$ cat config.mk
export PLATFORM = sky130hd
export DESIGN_NAME = nos_dac_serializer_mc_flat
export DESIGN_NICKNAME = d
export VERILOG_FILES = /design/src/rtl/nos_dac_serializer_mc_if.sv /design/src/rtl/nos_dac_serializer_mc.sv /design/src/flat_wrapper.sv
export SDC_FILE = /design/constraint.sdc
export NUM_CORES = 1
export LEC_CHECK = 0
export ABC_AREA = 1
export ABC_CLOCK_PERIOD_IN_PS = 1600
export BUFFER_PORTS_ARGS = -buffer_cell sky130_fd_sc_hd__buf_2
export CORE_AREA = 8 8 123 125
export CTS_CLUSTER_SIZE = 28
export DETAILED_ROUTE_END_ITERATION = 6
export DIE_AREA = 0 0 131 133
export GPL_ROUTABILITY_DRIVEN = 0
export PLACE_DENSITY = 0.85
export SLEW_MARGIN = 20
export SYNTH_ARGS = -nofsm -noshare
export SYNTH_HDL_FRONTEND = slang
export SYNTH_SLANG_ARGS = --single-unit
$ cat constraint.sdc
create_clock -name clk -period 1.6 [get_ports clk]
set_input_delay 0 -clock clk [delete_from_list [all_inputs] [get_ports clk]]
set_output_delay 0 -clock clk [all_outputs]
set_load 0.02 [all_outputs]
$ cat src/rtl/nos_dac_serializer_mc_if.sv
// Sample/serial bus between the sample path and the NOS DAC serializer.
interface nos_dac_serializer_mc_if #(
  parameter int CHANNELS = 2,
  parameter int MAX_BITS = 24,
  parameter int BITNUM_W = 5
);
  logic [CHANNELS*MAX_BITS-1:0] data;
  logic                         valid;
  logic                         ready;
  logic [BITNUM_W-1:0]          data_bits;
  logic                         bck_cont;
  logic                         bck;
  logic [CHANNELS-1:0]          sdata;
  logic                         le;
  logic                         busy;
  logic                         underrun;

  modport master (
    output data, valid, data_bits, bck_cont,
    input  ready, bck, sdata, le, busy, underrun
  );

  modport slave (
    input  data, valid, data_bits, bck_cont,
    output ready, bck, sdata, le, busy, underrun
  );
endinterface

$ cat src/rtl/nos_dac_serializer_mc.sv
// Multi-channel NOS DAC serializer: one-deep hold register feeding per-channel
// MSB-first shifters with a shared bit clock and a per-frame latch enable.
module nos_dac_lane #(
  parameter int MAX_BITS = 24,
  parameter int BITNUM_W = 5
) (
  input  logic                clk,
  input  logic                resetn,
  input  logic                load,
  input  logic                shift,
  input  logic [MAX_BITS-1:0] word,
  input  logic [BITNUM_W-1:0] sh_amt,
  output logic                msb
);
  logic [MAX_BITS-1:0] sh;

  // Left-align the n-bit word so its bit n-1 sits at the MSB.
  always_ff @(posedge clk or negedge resetn) begin
    if (!resetn)    sh <= '0;
    else if (load)  sh <= word << sh_amt;
    else if (shift) sh <= sh << 1;
  end

  assign msb = sh[MAX_BITS-1];
endmodule

module nos_dac_serializer_mc #(
  parameter int CHANNELS = 2,
  parameter int MAX_BITS = 24,
  parameter int BITNUM_W = 5
) (
  input logic                    clk,
  input logic                    resetn,
  nos_dac_serializer_mc_if.slave bus
);
  localparam logic [BITNUM_W-1:0] MAXB = BITNUM_W'(MAX_BITS);

  typedef enum logic [1:0] {IDLE, SHIFT, LATCH} state_t;

  state_t                       state, state_nxt;
  logic [CHANNELS*MAX_BITS-1:0] hold_q;
  logic                         hold_full;
  logic                         phase;
  logic [BITNUM_W-1:0]          bcnt;
  logic                         cont_q;
  logic                         bck_prev;
  logic [BITNUM_W-1:0]          n_sel, sh_amt;
  logic                         load, accept, shift_en, latch_end;
  logic                         bck_c, le_c, ur_c, sd_en;
  logic [CHANNELS-1:0]          msb;

  always_comb begin
    n_sel = bus.data_bits;
    if (bus.data_bits == '0 || bus.data_bits > MAXB) n_sel = MAXB;
  end
  assign sh_amt = MAXB - n_sel;

  assign latch_end = (state == LATCH) && phase;
  assign load      = hold_full && ((state == IDLE) || latch_end);
  assign bus.ready = !hold_full || load;
  assign accept    = bus.valid && bus.ready;
  assign shift_en  = (state == SHIFT) && phase;

  always_ff @(posedge clk or negedge resetn) begin
    if (!resetn) state <= IDLE;
    else         state <= state_nxt;
  end

  always_comb begin
    state_nxt = state;
    case (state)
      IDLE:    if (load) state_nxt = SHIFT;
      SHIFT:   if (phase && bcnt == '0) state_nxt = LATCH;
      LATCH:   if (phase) state_nxt = hold_full ? SHIFT : IDLE;
      default: state_nxt = IDLE;
    endcase
  end

  // Idle bck in continuous mode is derived from last cycle's bck so the
  // toggle never skips when leaving LATCH.
  always_comb begin
    bck_c = 1'b0;
    le_c  = 1'b0;
    ur_c  = 1'b0;
    sd_en = 1'b0;
    case (state)
      IDLE:  bck_c = bus.bck_cont && !bck_prev;
      SHIFT: begin bck_c = phase; sd_en = 1'b1; end
      LATCH: begin
        bck_c = cont_q && phase;
        le_c  = 1'b1;
        ur_c  = phase && !hold_full && cont_q;
      end
      default: ;
    endcase
  end

  always_ff @(posedge clk or negedge resetn) begin
    if (!resetn) begin
      hold_q    <= '0;
      hold_full <= 1'b0;
      phase     <= 1'b0;
      bcnt      <= '0;
      cont_q    <= 1'b0;
      bck_prev  <= 1'b0;
    end else begin
      bck_prev <= bck_c;
      if (accept) hold_q <= bus.data;
      if (accept)    hold_full <= 1'b1;
      else if (load) hold_full <= 1'b0;
      if (load) begin
        phase  <= 1'b0;
        bcnt   <= n_sel - 1'b1;
        cont_q <= bus.bck_cont;
      end else begin
        if (state != IDLE) phase <= !phase;
        if (shift_en && bcnt != '0) bcnt <= bcnt - 1'b1;
      end
    end
  end

  for (genvar k = 0; k < CHANNELS; k++) begin : g_lane
    nos_dac_lane #(.MAX_BITS(MAX_BITS), .BITNUM_W(BITNUM_W)) u_lane (
      .clk    (clk),
      .resetn (resetn),
      .load   (load),
      .shift  (shift_en),
      .word   (hold_q[k*MAX_BITS +: MAX_BITS]),
      .sh_amt (sh_amt),
      .msb    (msb[k])
    );
  end

  assign bus.bck      = bck_c;
  assign bus.le       = le_c;
  assign bus.underrun = ur_c;
  assign bus.sdata    = msb & {CHANNELS{sd_en}};
  assign bus.busy     = (state != IDLE) || hold_full;
endmodule

$ cat src/flat_wrapper.sv
// flat-port wrapper written by rule: the top's interface ports become plain ports
module nos_dac_serializer_mc_flat 
#(
  parameter int CHANNELS = 2,
  parameter int MAX_BITS = 24,
  parameter int BITNUM_W = 5
)
  (clk, resetn, bus_data, bus_valid, bus_data_bits, bus_bck_cont, bus_ready, bus_bck, bus_sdata, bus_le, bus_busy, bus_underrun);
  nos_dac_serializer_mc_if #(.CHANNELS(CHANNELS), .MAX_BITS(MAX_BITS), .BITNUM_W(BITNUM_W)) bus_i ();
  input logic clk;
  input logic resetn;
  input wire logic [$bits(bus_i.data)-1:0] bus_data;
  input wire logic [$bits(bus_i.valid)-1:0] bus_valid;
  input wire logic [$bits(bus_i.data_bits)-1:0] bus_data_bits;
  input wire logic [$bits(bus_i.bck_cont)-1:0] bus_bck_cont;
  output wire logic [$bits(bus_i.ready)-1:0] bus_ready;
  output wire logic [$bits(bus_i.bck)-1:0] bus_bck;
  output wire logic [$bits(bus_i.sdata)-1:0] bus_sdata;
  output wire logic [$bits(bus_i.le)-1:0] bus_le;
  output wire logic [$bits(bus_i.busy)-1:0] bus_busy;
  output wire logic [$bits(bus_i.underrun)-1:0] bus_underrun;
  assign bus_i.data = bus_data;
  assign bus_i.valid = bus_valid;
  assign bus_i.data_bits = bus_data_bits;
  assign bus_i.bck_cont = bus_bck_cont;
  assign bus_ready = bus_i.ready;
  assign bus_bck = bus_i.bck;
  assign bus_sdata = bus_i.sdata;
  assign bus_le = bus_i.le;
  assign bus_busy = bus_i.busy;
  assign bus_underrun = bus_i.underrun;
  nos_dac_serializer_mc #(.CHANNELS(CHANNELS), .MAX_BITS(MAX_BITS), .BITNUM_W(BITNUM_W)) u_core (.clk(clk), .resetn(resetn), .bus(bus_i));
endmodule
==> run_results.csv <==
group,metric,value,unit
status,status,"finished, violations left",
status,violations,"setup timing",
setup_path,cp-startpoint,"u_core.state[1]",
yosys,synthMuxAreaShare,1.10,%
placed_design,portBuffers,63,
setup_path,cp_slowest_cell,"dfrtp_2",
sta,tns,-2.15,ns
sta,timing.fmax,0.569,GHz
route,ant_nets,0,
setup_path,max_stage_delay,0.45,ns
die,core_area,13100,um2
placed_design,placedCellCount,1343,
cts,clock-sinks,107,
setup_path,endpoint_kind,"flip-flop",
run,cap_violations,0,
die,die_w,131,um
cts,cts_buffer_depth,2,
yosys,synth-seq-area-share,37.5,%
grt,use_met2,42.1,%
die,io_pins,64,
setup_path,path_cells,"a21oi_4 > nand2_4 > buf_8 > nor2_4 > buf_6 > clkinvlp_4 > o21a_1 > nor2_1",
cts,h-tree-depth,3,
placed_design,hpwl,14900,um
setup_path,endpoint,"u_core.g_lane[1].u_lane.sh[3]",
sta,fin_crit_sh,110,%
setup_path,crit_arrival,2.05,ns
yosys,ys_seq_elements,107,
cts,cts_tree,"done",
cts,cts_buffers,9,
setup_path,critPathMaxFanout,5,
setup_path,rrSetupSlack,-0.16,ns
yosys,yosys_warnings,0,
yosys,yosys.area.top_type_share,37.5,%
yosys,postSynthCellCount,1090,
sta,tightest_slew,0.413,ns
cts,path_clk_slew,0.07,ns
route,vias_per_cell,6.08,
die,start_util,54.6,%
setup_path,crit_type,"flip-flop to flip-flop",
grt,grtUsageMet1,35.4,%
layout,fin_cells,1432,
grt,grtUsageTotal,27.4,%
sta,final_max_slew_viol_count,0,
yosys,synth_area_leaders,"dfrtp_1 37%, nand2_1 17%, nand3_1 17%",
cts,insertion_delay,0.37,ns
yosys,synth-simple-area-share,41.1,%
sta,fin_ws,-0.157,ns
setup_path,cp-start-kind,"flip-flop",
die,dieHeight,133,um
placed_design,pre_cts_ws,-0.152,ns
yosys,synth-compound-area-share,10.4,%
placed_design,post_dp_cell_area,8200,um2
sta,skew,0.0142,ns
yosys,synth-adder-area-share,0.350,%
sta,hold_ws,0.0977,ns
yosys,synth_nets,1149,
grt,grt_pass1_wl,38400,um
route,wl,26300,um
setup_path,worstRegToRegCells,8,
layout,final_common_cell,"nand2_1",
route,routedWlPerCell,18.4,um
grt,grt_max_degree,56,
grt,grt_pass1_vias,7854,
die,dieArea,17400,um2
sta,finalHoldViolCount,0,
yosys,yosys.area_share.xor_xnor,0.368,%
route,drc,0,
sta,period_needed,1.76,ns
cts,root_buffer,"clkbuf_16",
power_and_ir_drop,power_density,1890,nW/um2
yosys,synth_top_family_by_area,"simple AND/OR/NAND/NOR gates",
layout,drive_above_1_share,23.2,%
sta,slew_headroom,72.5,%
min_path,hold_class,"input port to async pin",
yosys,syn-cell-area,7140,um2
layout,num-nets-final,1311,
setup_path,cp.required,1.89,ns
grt,met3_usage,6.11,%
route,firstDrtPassIters,7,
layout,diodes,0,
route,dr_total_vias,8713,
route,drtIter0Drc,1269,
layout,finish.instance_area,9640,um2
yosys,syn_area_per_cell,6.55,um2
sta,setup_viol,32,
grt,busiest_layer,"met2",
setup_path,r2r_start,"u_core.state[1]",
power_and_ir_drop,p_leak,4.85,nW
layout,area_delta_synth_final,35.0,%
layout,final_cell_mix,"300 x nand2_1, 234 x nand3_1, 105 x dfrtp_1",
setup_path,worstReg2RegEnd,"u_core.g_lane[1].u_lane.sh[3]",
yosys,yosysTopAreaCell,"dfrtp_1",
sta,rsz0062_at_grt,"yes",
grt,antenna_found_initial,0,
grt,grt_overflow,0,
yosys,synth_cell_type_count,34,
die,row_count,42,
power_and_ir_drop,peakVddDrop,1.24,mV
==> metal layers <==
layer  vias to the layer above  wire, um
met2                       688     12400
met4                         0      1180
met5                         -         0
li1                       3897         -
met3                       127      2770
met1                      4001      9970
==> stage by stage <==
step | total power, W | util (%)
CTS | 0.0157 | 69.3
global route | 0.0193 | 73.7
global placement | 0.0126 | 62.7
detailed placement | 0.0129 | 62.7
floorplan | 0.0103 | -
finish | 0.0182 | 73.7
==> sequential cells by signal, summed over array words and instances (netlist names) <==
name / flops
u_core.hold_q: 48
u_core.hold_full: 1
u_core.bcnt: 5
u_core.bck_prev: 1
u_core.phase: 1
u_core.state: 2
u_core.g_lane.u_lane.sh: 48
u_core.cont_q: 1
==> worst max-delay path: cells and delay by family (launching register included) <==
kind	cells	cell delay (ns)
flip-flops	1	0.45
AO/OA/AOI/OAI	2	0.38
buffers and inverters	3	0.45
AND/OR/NAND/NOR	3	0.41
==> worst min-delay path by stage <==
stage	endpoint	depth (start not counted)	from	slack [ns]
floorplan	u_core.bck_prev	0	resetn	-0.30
global placement	u_core.phase	1	resetn	-0.06
detailed placement	u_core.phase	1	resetn	-0.05
CTS	u_core.hold_full	3	bus_valid	0.03
global route	u_core.phase	2	resetn	0.14
finish	u_core.phase	2	resetn	0.1
==> cell type report <==
type | count | area, um2
Inverter | 73 | 303
Fill cell | 906 | 3440
Timing Repair Buffer | 222 | 1960
Timing Repair inverter | 1 | 7.51
Clock inverter | 3 | 15.0
Sequential cell | 107 | 2680
Multi-Input combinational cell | 838 | 4210
Clock buffer | 12 | 246
Tap cell | 176 | 220
==> cell usage after synthesis <==
library cell / count
nand2_1: 328
nand3_1: 245
dfrtp_1: 107
nor2_1: 91
a21oi_1: 74
inv_1: 68
o21ai_0: 30
clkbuf_1: 28
buf_2: 27
o21ai_1: 25
buf_4: 8
mux2_2: 7
buf_6: 6
nand2_2: 6
nand4_1: 5
buf_1: 4
inv_2: 4
nand3_2: 3
o211ai_1: 3
o21a_1: 3
ha_1: 2
nand3b_1: 2
o22ai_1: 2
xor2_1: 2
a211oi_1: 1
a21boi_1: 1
a21o_1: 1
a22oi_1: 1
clkinv_1: 1
nor2_2: 1
nor2_4: 1
nor3_1: 1
o311ai_0: 1
xnor2_1: 1
==> logic make-up after synthesis <==
logic type,Yosys count
AOI/OAI and AO/OA,142
DFF,107
muxes,7
xor gates and xnor gates,3
and+or+nand+nor,683
buffers and inverters,146
adders and majority gates,2
==> power by group <==
| part | switching, W | leakage (nW) | total [W] | internal [W] |
|---|---|---|---|---|
| clock | 0.00105 | 0.132 | 0.00214 | 0.00109 |
| sequential | 0.000702 | 1.27 | 0.00465 | 0.00394 |
| combinational | 0.00682 | 3.45 | 0.0114 | 0.00462 |
| total | 0.00858 | 4.85 | 0.0182 | 0.00965 |
==> what timing repair did <==
action,4_1_cts,5_1_grt
hold buffers,50,0
buffers inserted,2,14
gates resized for setup,11,108
gates cloned,2,7
hold endpoints to repair,135,0
pin swaps,2,28
setup endpoints to repair,55,101
Power figures use the tool's default switching activity.
